File: src/rtl/jtag_host_pkg.sv
// Shared op codes, FSM states and TMS walk patterns for the JTAG host master.
package jtag_host_pkg;

  typedef enum logic [1:0] {
    OP_RESET    = 2'd0,
    OP_IDLE     = 2'd1,
    OP_SHIFT_IR = 2'd2,
    OP_SHIFT_DR = 2'd3
  } jtag_op_e;

  typedef enum logic [2:0] {
    ST_IDLE,
    ST_PRE,
    ST_SHIFT,
    ST_POST,
    ST_DONE
  } jtag_state_e;

  // TMS patterns are applied LSB first, one bit per TCK
  localparam logic [7:0] RST_TMS    = 8'b0001_1111;
  localparam logic [2:0] RST_LEN    = 3'd6;
  localparam logic [7:0] PRE_IR_TMS = 8'b0000_0011;
  localparam logic [2:0] PRE_IR_LEN = 3'd4;
  localparam logic [7:0] PRE_DR_TMS = 8'b0000_0001;
  localparam logic [2:0] PRE_DR_LEN = 3'd3;
  localparam logic [7:0] POST_TMS   = 8'b0000_0001;
  localparam logic [2:0] POST_LEN   = 3'd2;

  function automatic logic pre_tms(input jtag_op_e op, input logic [2:0] step);
    case (op)
      OP_RESET:    return RST_TMS[step];
      OP_SHIFT_IR: return PRE_IR_TMS[step];
      OP_SHIFT_DR: return PRE_DR_TMS[step];
      default:     return 1'b0;
    endcase
  endfunction

  function automatic logic [2:0] pre_len(input jtag_op_e op);
    case (op)
      OP_RESET:    return RST_LEN;
      OP_SHIFT_IR: return PRE_IR_LEN;
      OP_SHIFT_DR: return PRE_DR_LEN;
      default:     return 3'd0;
    endcase
  endfunction

endpackage

File: src/rtl/jtag_host_master_tck_gen.sv
// TCK divider: one lead cycle after enable, then CLK_DIV low / CLK_DIV high.
module jtag_tck_gen #(
  parameter int CLK_DIV = 2
) (
  input  logic clk_i,
  input  logic reset_i,
  input  logic en_i,
  output logic tck_o,
  output logic fall_stb_o,
  output logic rise_stb_o
);

  localparam int CW = $clog2(CLK_DIV + 1);

  logic [CW-1:0] cnt;
  logic          act;
  logic          last;

  assign last = (cnt == CW'(CLK_DIV - 1));
  // fall_stb marks the edge that starts a new low phase (first one is the lead cycle)
  assign fall_stb_o = en_i & (~act | (last & tck_o));
  assign rise_stb_o = en_i & act & last & ~tck_o;

  always_ff @(posedge clk_i or posedge reset_i) begin
    if (reset_i) begin
      tck_o <= 1'b0;
      cnt   <= '0;
      act   <= 1'b0;
    end else if (!en_i) begin
      tck_o <= 1'b0;
      cnt   <= '0;
      act   <= 1'b0;
    end else if (!act) begin
      act   <= 1'b1;
      cnt   <= '0;
      tck_o <= 1'b0;
    end else if (last) begin
      cnt   <= '0;
      tck_o <= ~tck_o;
    end else begin
      cnt   <= cnt + 1'b1;
    end
  end

endmodule

File: src/rtl/jtag_host_master.sv
// JTAG host: turns reset/idle/IR/DR commands into TCK/TMS/TDI sequences and captures TDO.
module jtag_host_master
  import jtag_host_pkg::*;
#(
  parameter int CLK_DIV = 2,
  parameter int DATA_W  = 32
) (
  input  logic              clk_i,
  input  logic              reset_i,
  input  logic              cmd_valid_i,
  output logic              cmd_ready_o,
  input  logic [1:0]        cmd_op_i,
  input  logic [5:0]        cmd_len_i,
  input  logic [DATA_W-1:0] cmd_wdata_i,
  output logic              rsp_valid_o,
  output logic [DATA_W-1:0] rsp_data_o,
  output logic              busy_o,
  output logic              tck_o,
  output logic              tms_o,
  output logic              tdi_o,
  input  logic              tdo_i
);

  jtag_state_e       state;
  jtag_op_e          op_q;
  logic [5:0]        len_q, bit_cnt, len_eff;
  logic [2:0]        step;
  logic [DATA_W-1:0] wdata_q, rdata_q;
  logic              tck_en, fall_stb, rise_stb;
  logic              pre_done, shift_last;

  assign cmd_ready_o = (state == ST_IDLE);
  assign busy_o      = ~cmd_ready_o;
  assign tck_en      = (state == ST_PRE) || (state == ST_SHIFT) || (state == ST_POST);

  always_comb begin
    len_eff = cmd_len_i;
    if (cmd_len_i == 6'd0)             len_eff = 6'd1;
    else if (32'(cmd_len_i) > DATA_W)  len_eff = 6'(DATA_W);
  end

  // OP_IDLE's preamble is N zeros, so it counts with the bit counter instead of step
  assign pre_done   = (op_q == OP_IDLE) ? (bit_cnt == len_q) : (step == pre_len(op_q));
  assign shift_last = (bit_cnt == len_q - 6'd1);

  jtag_tck_gen #(.CLK_DIV(CLK_DIV)) u_tck (
    .clk_i      (clk_i),
    .reset_i    (reset_i),
    .en_i       (tck_en),
    .tck_o      (tck_o),
    .fall_stb_o (fall_stb),
    .rise_stb_o (rise_stb)
  );

  always_ff @(posedge clk_i or posedge reset_i) begin
    if (reset_i) begin
      state       <= ST_IDLE;
      op_q        <= OP_RESET;
      len_q       <= '0;
      bit_cnt     <= '0;
      step        <= '0;
      wdata_q     <= '0;
      rdata_q     <= '0;
      tms_o       <= 1'b1;
      tdi_o       <= 1'b0;
      rsp_valid_o <= 1'b0;
      rsp_data_o  <= '0;
    end else begin
      rsp_valid_o <= 1'b0;
      unique case (state)
        ST_IDLE: if (cmd_valid_i) begin
          op_q    <= jtag_op_e'(cmd_op_i);
          len_q   <= len_eff;
          wdata_q <= cmd_wdata_i;
          rdata_q <= '0;
          bit_cnt <= '0;
          step    <= '0;
          state   <= ST_PRE;
        end
        ST_PRE: if (fall_stb) begin
          if (!pre_done) begin
            tms_o <= pre_tms(op_q, step);
            tdi_o <= 1'b0;
            if (op_q == OP_IDLE) bit_cnt <= bit_cnt + 6'd1;
            else                 step    <= step + 3'd1;
          end else if (op_q == OP_RESET || op_q == OP_IDLE) begin
            state       <= ST_DONE;
            rsp_valid_o <= 1'b1;
            rsp_data_o  <= rdata_q;
          end else begin
            state   <= ST_SHIFT;
            bit_cnt <= '0;
            tms_o   <= (len_q == 6'd1);
            tdi_o   <= wdata_q[0];
            wdata_q <= wdata_q >> 1;
          end
        end
        ST_SHIFT: begin
          if (rise_stb) rdata_q <= rdata_q | (DATA_W'(tdo_i) << bit_cnt);
          if (fall_stb) begin
            if (shift_last) begin
              state <= ST_POST;
              tms_o <= POST_TMS[0];
              tdi_o <= 1'b0;
              step  <= 3'd1;
            end else begin
              bit_cnt <= bit_cnt + 6'd1;
              tms_o   <= (bit_cnt + 6'd2 == len_q);
              tdi_o   <= wdata_q[0];
              wdata_q <= wdata_q >> 1;
            end
          end
        end
        ST_POST: if (fall_stb) begin
          if (step < POST_LEN) begin
            tms_o <= POST_TMS[step];
            step  <= step + 3'd1;
          end else begin
            state       <= ST_DONE;
            rsp_valid_o <= 1'b1;
            rsp_data_o  <= rdata_q;
          end
        end
        ST_DONE: state <= ST_IDLE;
        default: state <= ST_IDLE;
      endcase
    end
  end

endmodule

File: config.mk
export PLATFORM = sky130hd
export DESIGN_NAME = jtag_host_master
export DESIGN_NICKNAME = d
export VERILOG_FILES = /design/src/rtl/jtag_host_pkg.sv /design/src/rtl/jtag_host_master_tck_gen.sv /design/src/rtl/jtag_host_master.sv
export SDC_FILE = /design/constraint.sdc
export NUM_CORES = 1
export LEC_CHECK = 0
export BUFFER_PORTS_ARGS = -buffer_cell sky130_fd_sc_hd__buf_4
export CAP_MARGIN = 10
export CELL_PAD_IN_SITES_DETAIL_PLACEMENT = 1
export CELL_PAD_IN_SITES_GLOBAL_PLACEMENT = 2
export CORE_UTILIZATION = 39
export CTS_CLUSTER_SIZE = 16
export DETAILED_ROUTE_END_ITERATION = 10
export PLACE_DENSITY_LB_ADDON = 0.1
export SLEW_MARGIN = 20
export SYNTH_ARGS = -nofsm -noshare
export SYNTH_HDL_FRONTEND = slang
export SYNTH_HIERARCHICAL = 1
export SYNTH_SLANG_ARGS = --single-unit
File: constraint.sdc
create_clock -name clk_i -period 3.7 [get_ports clk_i]
set_clock_uncertainty 0.15 [all_clocks]
set_input_delay 0 -clock clk_i [delete_from_list [all_inputs] [get_ports clk_i]]
set_output_delay 0 -clock clk_i [all_outputs]
set_load 0.03 [all_outputs]
### After elaboration in Yosys (flattened, before gate mapping)

Memories as Yosys holds them, arrays and structs flattened.
Cells that the tools add are included.

* memories: 3
* memory bits (read-only): 24
* input port bits: 44
* output and inout bits: 38
* register bits: 123
* word-level logic and storage cells: 163

Memories
* (name not given): depth 8, bits a word 1, read ports 1, clocked after Yosys merged registers in 0, wr ports 0, line jtag_host_master.sv:116 `tms_o <= POST_TMS[step];`
* (name not given): depth 8, bits a word 1, read ports 1, clocked after Yosys merged registers in 0, wr ports 0, line jtag_host_pkg.sv:32 `OP_SHIFT_IR: return PRE_IR_TMS[step];`
* (name not given): depth 8, bits a word 1, read ports 1, clocked after Yosys merged registers in 0, wr ports 0, line jtag_host_pkg.sv:31 `OP_RESET: return RST_TMS[step];`

* bitwise operators: 10
* add/sub/neg operators: 5
* order comparisons: 3
* shift operators: 1
* muxes and demuxes: 77
* reductions and logical operators: 21
* equal/unequal tests: 29

Operators with widths (number)
* 32-bit 2-to-1 mux: 13
* 32-bit one-hot mux with 2 select lines: 2
* 32-bit one-hot mux with 3 select lines: 1
* 6-bit 2-to-1 mux: 9
* 3-bit 2-to-1 mux: 16
* 32-bit OR: 1
* 1-bit by 6-bit left shift with 32-bit output: 1
* 1-bit 2-to-1 mux: 25
* 2-bit inequality test (second input constant): 12
* 3-bit one-hot mux with 4 select lines: 2
* 7-bit AND reduction: 3
* 6-bit equality test: 3
* 6-bit one-hot mux with 3 select lines: 1
* 6-bit AND reduction: 2
* 3-bit one-hot mux with 3 select lines: 1
* 9-bit AND reduction: 1
* 6-bit by 1-bit adder with 6-bit output (second input constant): 1
* 6-bit by 2-bit adder with 6-bit output (second input constant): 1
* 3-bit by 2-bit equality test with 1-bit output (second input constant): 2
* 6-bit by 1-bit equality test with 1-bit output (second input constant): 1
* 6-bit > comparator (second input constant): 1
* 6-bit zero test: 1
* 2-bit 2-to-1 mux: 3
* 3-bit inequality test (second input constant): 2
* 25 further kinds: 41

### Longest topological paths before layout

Gate-level depths: netlist of run 1.

* depth in word-level cells: 8
* depth in mapped cells: 12
* gate-level depth less buffers: 10

### Hierarchy

The synthesis of run 1 kept the hierarchy.

Modules (own cells, without submodules)
* jtag_host_master: seq. area each 2979.1 um^2, area an instance 6093.3 um^2, instances 1, cells an instance 523
* jtag_tck_gen: seq. area each 100.1 um^2, area an instance 162.7 um^2, instances 1, cells an instance 14

### Least setup slack after synthesis of run 1

Ideal clock, no wire load.

* path kind: register -> register
* start: register state[1]
* end: register wdata_q[0]
* arrival: 2.497 ns
* period minus slack after synthesis: 2.772 ns
* cell stages (with the launch flop): 11
* library setup time: 0.125 ns
* setup slack: 0.928 ns
* path buffers: 3
* data required time: 3.425 ns
* cell sequence: dfrtp_1 clkbuf_1 inv_1 a21oi_1 a21boi_1 clkbuf_1 inv_1 o41ai_2 nand3_4 buf_12 mux2_4

* word-level cells in the longest chain between the ends: 6
* elaborated cells between the ends (all ways): 16
* those cells by class: eq/ne: 9; mux: 1; bitwise: 1; reduce/logical: 5

Ends and longest elaborated chain
* start, declared: line jtag_host_master.sv:24 `jtag_state_e state;`
* start signal, assigned: line jtag_host_master.sv:57 `state <= ST_IDLE;`
* start signal, assigned: line jtag_host_master.sv:78 `state <= ST_PRE;`
* start signal, assigned: line jtag_host_master.sv:87 `state <= ST_DONE;`
* 3-bit by 1-bit equality test with 1-bit output / 3-bit by 2-bit equality test with 1-bit output (equally long branches): line jtag_host_master.sv:34 `assign tck_en = (state == ST_PRE) || (state == ST_SHIFT) || (state == ST_POST);`
* 1-bit logical OR: line jtag_host_master.sv:34
* 1-bit logical OR (*): line jtag_host_master.sv:34
* via tck_en: line jtag_host_master.sv:29 `logic tck_en, fall_stb, rise_stb;`
* 1-bit AND (*): line jtag_host_master_tck_gen.sv:21 `assign fall_stb_o = en_i & (~act | (last & tck_o));`
* via fall_stb: line jtag_host_master.sv:29
* 2-bit inequality test (no source line)
* 7-bit AND reduction (no source line) (*)
* end signal, assigned: line jtag_host_master.sv:74 `wdata_q <= cmd_wdata_i;`
* end signal, assigned: line jtag_host_master.sv:95 `wdata_q <= wdata_q >> 1;`
* end signal, assigned: line jtag_host_master.sv:110 `wdata_q <= wdata_q >> 1;`
* end, declared: line jtag_host_master.sv:28 `logic [DATA_W-1:0] wdata_q, rdata_q;`

Mark *: on every way through the listed nets, which the timed path passes. The rest lies on a longest branch.
A chain may end at the register's enable or synchronous reset.

### Final worst setup path of run 1

* start: register state[1]
* end: register rdata_q[8]

* word-level cells in the longest chain between the ends: 8
* elaborated cells between the ends (all ways): 14
* those cells by class: eq/ne: 5; mux: 1; bitwise: 3; reduce/logical: 5

Ends and longest elaborated chain
* 3-bit by 1-bit equality test with 1-bit output / 3-bit by 2-bit equality test with 1-bit output (equally long branches): line jtag_host_master.sv:34
* 1-bit logical OR: line jtag_host_master.sv:34
* 1-bit logical OR (*): line jtag_host_master.sv:34
* via tck_en: line jtag_host_master.sv:29
* 1-bit AND (*) (3 in series): line jtag_host_master_tck_gen.sv:22 `assign rise_stb_o = en_i & act & last & ~tck_o;`
* via rise_stb: line jtag_host_master.sv:29
* 2-bit inequality test (no source line) (*)
* 3-bit AND reduction (no source line) (*)
* end signal, assigned: line jtag_host_master.sv:99 `if (rise_stb) rdata_q <= rdata_q | (DATA_W'(tdo_i) << bit_cnt);`
* end, declared: line jtag_host_master.sv:28

Marked as above.

==> results of run 1 <==
[cells in the mapped netlist (7+ instances only)]
cell type / n
ha_1: 12
mux2_1: 19
dfrtp_1: 122
nand2_1: 35
o21ai_0: 12
inv_1: 17
o31ai_1: 9
mux2_2: 47
clkbuf_1: 15
nor3_1: 17
mux2_4: 30
a21oi_1: 40
nor2_1: 48
xor2_1: 7
[placed cells by master (no fill, tap or decap), types with 5 or more instances in the layout]
master / netlist / final
ha_1: 12 / 12
inv_1: 17 / 16
mux2_1: 19 / 19
nand2_1: 35 / 35
nand3b_1: 5 / 5
clkbuf_16: 0 / 17
nand2b_1: 6 / 6
clkinv_4: 0 / 5
nor2_1: 48 / 48
o31ai_1: 9 / 9
dlygate4sd3_1: 0 / 44
o21ai_0: 12 / 12
xor2_1: 7 / 7
mux2_4: 30 / 30
nand3_1: 6 / 6
nor3_1: 17 / 17
dfrtp_1: 122 / 122
nor4_1: 5 / 5
o22ai_1: 6 / 6
buf_4: 3 / 99
mux2_2: 47 / 47
a21oi_1: 40 / 39
[flip-flops by register name (all words and copies together) (netlist names)]
signal / flops
rsp_data_o: 32
tdi_o: 1
len_q: 6
wdata_q: 32
u_tck/act: 1
step: 3
rdata_q: 32
state: 3
op_q: 2
tms_o: 1
u_tck/cnt: 2
bit_cnt: 6
u_tck/tck_o: 1
rsp_valid_o: 1
[timing repair]
item / 4_1_cts / 5_1_grt
endpoints found under the hold margin: 102 / 0
hold buffers: 44 / 0
setup buffers: 0 / 0
[worst max-delay path: stages (launching register included)]
cell,delay [ns]
dfrtp_1,0.37
inv_1,0.14
a21oi_1,0.34
nand2_1,0.15
nor3b_1,0.38
mux2i_1,0.15
nor4_1,0.43
nand2b_1,0.21
nor3_1,0.48
a21oi_1,0.13
nor2_1,0.13
[metrics by stage]
step | hold WS, ns | cell area (sq um)
floorplan | -0.384 | 6260
global placement | -0.233 | 7110
detailed placement | -0.229 | 7110
CTS | 0.166 | 8080
global route | 0.206 | 8080
finish | 0.136 | 8080
[worst paths after layout]
check / start / end / slack (ns) / depth (start not counted)
max in group asynchronous: reset_i / rdata_q[21]$_DFFE_PP0P_ / 2.47 / 4
min in group clk_i: cmd_op_i[1] / op_q[1]$_DFFE_PP0P_ / 0.19 / 4
worst max register to register: state[1]$_DFFE_PP0P_ / rdata_q[8]$_DFFE_PP0P_ / 0.57 / 10
worst min register to register: u_tck/cnt[0]$_DFF_PP0_ / u_tck/cnt[0]$_DFF_PP0_ / 0.30 / 1
worst min-delay path: reset_i / wdata_q[1]$_DFFE_PP0P_ / 0.14 / 3
worst max-delay path: state[1]$_DFFE_PP0P_ / rdata_q[8]$_DFFE_PP0P_ / 0.57 / 10
[cell type report]
cell class | instances | area share
Timing Repair Buffer | 144 | 0.149
Tap cell | 211 | 0.0327
Sequential cell | 123 | 0.381
Clock inverter | 13 | 0.0121
Multi-Input combinational cell | 369 | 0.364
Inverter | 17 | 0.00820
Clock buffer | 19 | 0.0536
[power groups by stage]
stage / clock (uW) / sequential, uW / combinational (uW)
3_5_place_dp: 0 / 1970 / 2990
2_1_floorplan: 0 / 1910 / 2410
4_1_cts: 1530 / 1960 / 3040
5_1_grt: 1590 / 2000 / 3290
3_3_place_gp: 0 / 1950 / 2890
6_report: 1490 / 1960 / 3030
[metal layers]
| layer | vias to the layer above | wire, um |
|---|---|---|
| met5 | - | 0 |
| met4 | 0 | 133 |
| met3 | 12 | 524 |
| met2 | 67 | 7890 |
| met1 | 2314 | 7410 |
| li1 | 2178 | - |
[cells by family after synthesis]
logic type      share of synthesized area
simple gates                        0.124
compound gates                     0.0996
xor+xnor                           0.0276
buf+inv                            0.0398
flops                               0.492
mux                                 0.192
fa+ha+maj                          0.0240
==> impl_metrics.json, run 1 <==
{
  "ys.warnings.count": 6,
  "ys_seq_elements": 123,
  "synth_nets": 593,
  "grt_use_total": 0.213,
  "dieWidth_um": 129,
  "power_uw": 6470,
  "overflow": 0,
  "p_int_uw": 4040,
  "post-place-cells": 820,
  "initial_utilization": 0.406,
  "critPathMaxFanout": 7,
  "async_flop_share": 1.00,
  "antenna_found_initial": 0,
  "core_area_sq_um": 15400,
  "cts_buffers": 17,
  "power.density_nw_per_um2": 801,
  "htree_num_levels": 4,
  "post_cts_resized": 0,
  "nFillCells": 1675,
  "synthTopCellsByArea": "dfrtp_1, mux2_2, mux2_4",
  "clk_path_buf_depth": 2,
  "dp_worst_setup_slack_ns": 0.526,
  "leakagePower_uw": 0.00380,
  "vias": 4571,
  "worstSkewPairLatency_ns": 0.42,
  "rsz0062_at_grt": "no",
  "ir_worst_vdd_v": 0.000396,
  "fmax_ghz": 0.319,
  "fp.dieArea_sq_um": 16600,
  "post-route-min-period_ns": 3.13,
  "synth_top_cell_by_area": "dfrtp_1",
  "syn2layout_area_growth_pct": 29.2,
  "hold_viol": 0,
  "fin_cells": 896,
  "crit_path_end_kind": "register",
  "ys.flop_type": "dfrtp_1",
  "ios": 82,
  "wl_per_cell_um": 17.8,
  "switching_share": 0.375,
  "routed_wl_um": 16000,
  "multi_input_area_sq_um": 2940,
  "drt_iter0_markers": 258,
  "critPathKind": "reg2reg",
  "cts_tree": "built",
  "cp.required_ns": 3.90,
  "synth_edf_count": 0,
  "use_met3": 0.0611,
  "busiest_layer": "met2",
  "grt_pass1_wl_um": 26700,
  "register_area_sq_um": 3080,
  "cap_violations": 0,
  "period_share": 0.846,
  "synthesis.area_sq_um": 6260,
  "drtPass1Iterations": 4,
  "place.gp.congestion": 0.852,
  "setup_tns_ns": 0,
  "met2_usage": 0.346,
  "setup_slack_ns": 0.569,
  "slew-limit-headroom": 0.490,
  "worstMarginPinSlew_ns": 0.765,
  "synthCells": 537,
  "ys_seq_area_frac": 0.492,
  "avgSynthCellArea_sq_um": 11.6,
  "clock_sinks": 123,
  "grt_max_degree": 65,
  "finalSetupViolCount": 0,
  "slew_viol_final": 0,
  "clockPowerShare": 0.230,
  "nets": 728,
  "synthDistinctLibCells": 68,
  "die_y_um": 129,
  "grt_use_met1": 0.279,
  "synth_top_area_frac": 0.488,
  "drc": 0,
  "dp_hpwl_um": 10500,
  "grt_pass1_vias": 5004,
  "status": "finished clean",
  "crit_arrival_ns": 3.33,
  "routed_via_density": 5.10,
  "seq_power_share": 0.302,
  "hold_path.class": "in2async",
  "path_clk_slew_ns": 0.06,
  "antennaDiodeCount": 0,
  "post-route-util": 0.524,
  "ant_nets": 0,
  "start_kind": "register",
  "fp-row-count": 45,
  "port_buffers": 81,
  "clock-root-buffer": "clkbuf_16",
  "power_frac_comb": 0.468,
  "switchingPower_uw": 2430,
  "layout-drive-gt1-share": 0.331
}
Power figures use the tool's default switching activity.
==> run 2, diff against run 1 <==
Settings changed: CORE_UTILIZATION 39 to 35.
Clock period 3.7 ns to 2.8 ns, I/O delays scaled along.
==> run 2 against run 1 <==
Against the previous run: core utilization down 3.8 points; combinational power up 43%; via count up 2.8%; die area up 11%; first-iteration DRC count down 43%; routed wire length up 1.9%; sequential cell count unchanged; critical path depth down 1; maximum frequency up 17%; non-clock buffer count up 22; sequential share of layout area down 1.5 points; critical endpoint is now wdata_q[25]$_DFFE_PP0P_; largest cell class unchanged.
==> impl_metrics.json, run 2 (synthesis results as in run 1) <==
{
  "status": "finished clean",
  "port_buffers": 81,
  "ir_worst_vdd_v": 0.000425,
  "grt_pass1_wl_um": 27100,
  "grt_max_degree": 76,
  "routed_via_density": 5.04,
  "grt_use_total": 0.192,
  "fp-row-count": 48,
  "drtPass1Iterations": 4,
  "clock_sinks": 123,
  "antenna_found_initial": 0,
  "crit_arrival_ns": 2.83,
  "layout-drive-gt1-share": 0.368,
  "post-route-min-period_ns": 2.68,
  "syn2layout_area_growth_pct": 34.8,
  "hold_path.class": "in2async",
  "final_cell_mix": "dfrtp_1, buf_4, nor2_1, mux2_2, dlygate4sd3_1",
  "power_uw": 9170,
  "hold_viol": 0,
  "ant_nets": 0,
  "path_clk_slew_ns": 0.06,
  "critPathKind": "reg2reg",
  "place.gp.congestion": 0.816,
  "crit_path_end_kind": "register",
  "antennaDiodeCount": 0,
  "cap_violations": 0,
  "reg.largest.list": "rdata_q: 32 flops, rsp_data_o: 32 flops, wdata_q: 32 flops",
  "ios": 82,
  "dieWidth_um": 136,
  "worstMarginPinSlew_ns": 0.709,
  "nFillCells": 1862,
  "period_share": 0.956,
  "dp_hpwl_um": 11000,
  "finalSetupViolCount": 0,
  "fmax_ghz": 0.374,
  "cts_buffers": 17,
  "power.density_nw_per_um2": 1090,
  "fin_cells": 932,
  "grt_pass1_vias": 5242,
  "start_kind": "register",
  "final_common_cell": "dfrtp_1",
  "overflow": 0,
  "cts_setup_buffers": 0,
  "slew_viol_final": 0,
  "wl_per_cell_um": 17.4,
  "slew-limit-headroom": 0.526,
  "die_y_um": 136,
  "leakagePower_uw": 0.00398,
  "cp.required_ns": 2.96,
  "htree_num_levels": 4,
  "critPathMaxFanout": 19,
  "post-place-cells": 857,
  "clk_path_buf_depth": 2,
  "initial_utilization": 0.360,
  "clock-root-buffer": "clkbuf_16",
  "rsz0062_at_grt": "no",
  "cts_tree": "built",
  "drt_iter0_markers": 147,
  "vias": 4698,
  "core_area_sq_um": 17400,
  "fp.dieArea_sq_um": 18400,
  "drc": 0,
  "nets": 750,
  "routed_wl_um": 16300,
  "worstSkewPairLatency_ns": 0.42
}
-- run 2: critical path, cell delays in order (launching register included) --
cell,delay [ns]
dfrtp_1,0.43
inv_1,0.14
ha_1,0.24
nand2_1,0.07
o211ai_1,0.21
a31oi_2,0.21
or3_4,0.47
nand3_4,0.12
buf_12,0.20
mux2_4,0.32
-- run 2: worst paths after layout --
check                      slack [ns]  cells past startpoint                       to              startpoint
max reg2reg                      0.12                      9  wdata_q[25]$_DFFE_PP0P_    len_q[1]$_DFFE_PP0P_
min reg2reg                      0.29                      1   u_tck/cnt[0]$_DFF_PP0_  u_tck/cnt[0]$_DFF_PP0_
max in group asynchronous        1.67                      4        tms_o$_DFFE_PP1P_                 reset_i
min in group clk_i               0.07                      6   rdata_q[2]$_DFFE_PP0P_                   tdo_i
max                              0.12                      9  wdata_q[25]$_DFFE_PP0P_    len_q[1]$_DFFE_PP0P_
min                              0.05                      3   wdata_q[5]$_DFFE_PP0P_                 reset_i
-- run 2: power breakdown --
group	total, uW	switching (uW)	internal, uW	leakage, uW
registers	2550	334	2220	0.00162
logic	4320	2090	2230	0.00206
clock network	2300	850	1450	0.000300
total	9170	3270	5900	0.00398
-- run 2: area by class of cell --
| class | count | area, sq um | share of cell area |
|---|---|---|---|
| flip-flops and latches | 123 | 3080 | 0.365 |
| multi-input cells | 369 | 2980 | 0.353 |
| repair buffers | 166 | 1400 | 0.166 |
| clock buffers | 19 | 453 | 0.0537 |
| well taps | 225 | 282 | 0.0334 |
| clock inverters | 13 | 164 | 0.0194 |
| inverters | 17 | 67.6 | 0.00801 |
-- run 2: stage by stage --
step / utilization / setup WS (ns) / cell area, sq um / TNS (ns) / hold slack (ns)
after CTS: 0.484 / 0.0171 / 8390 / 0 / 0.0505
after global placement: 0.423 / -0.00247 / 7340 / -0.00360 / -0.237
after detailed placement: 0.423 / 0.0231 / 7340 / 0 / -0.231
after global routing: 0.486 / 0.00607 / 8430 / 0 / 0.0978
after floorplan: - / 0.0276 / 6260 / 0 / -0.384
final: 0.486 / 0.124 / 8430 / 0 / 0.0485
-- run 2: timing repair --
item                       4_1_cts  5_1_grt
gates resized for setup          1       10
hold endpoints to repair        89        0
hold buffers                    43        0
setup endpoints to repair        2       78
-- run 2: metal layers --
| layer | track usage | up-vias | part of all wire |
|---|---|---|---|
| met5 | 0 | - | 0 |
| met4 | 0.0718 | 0 | 0.019 |
| met1 | 0.241 | 2395 | 0.45 |
| li1 | - | 2218 | - |
| met3 | 0.0382 | 27 | 0.025 |
| met2 | 0.326 | 58 | 0.51 |
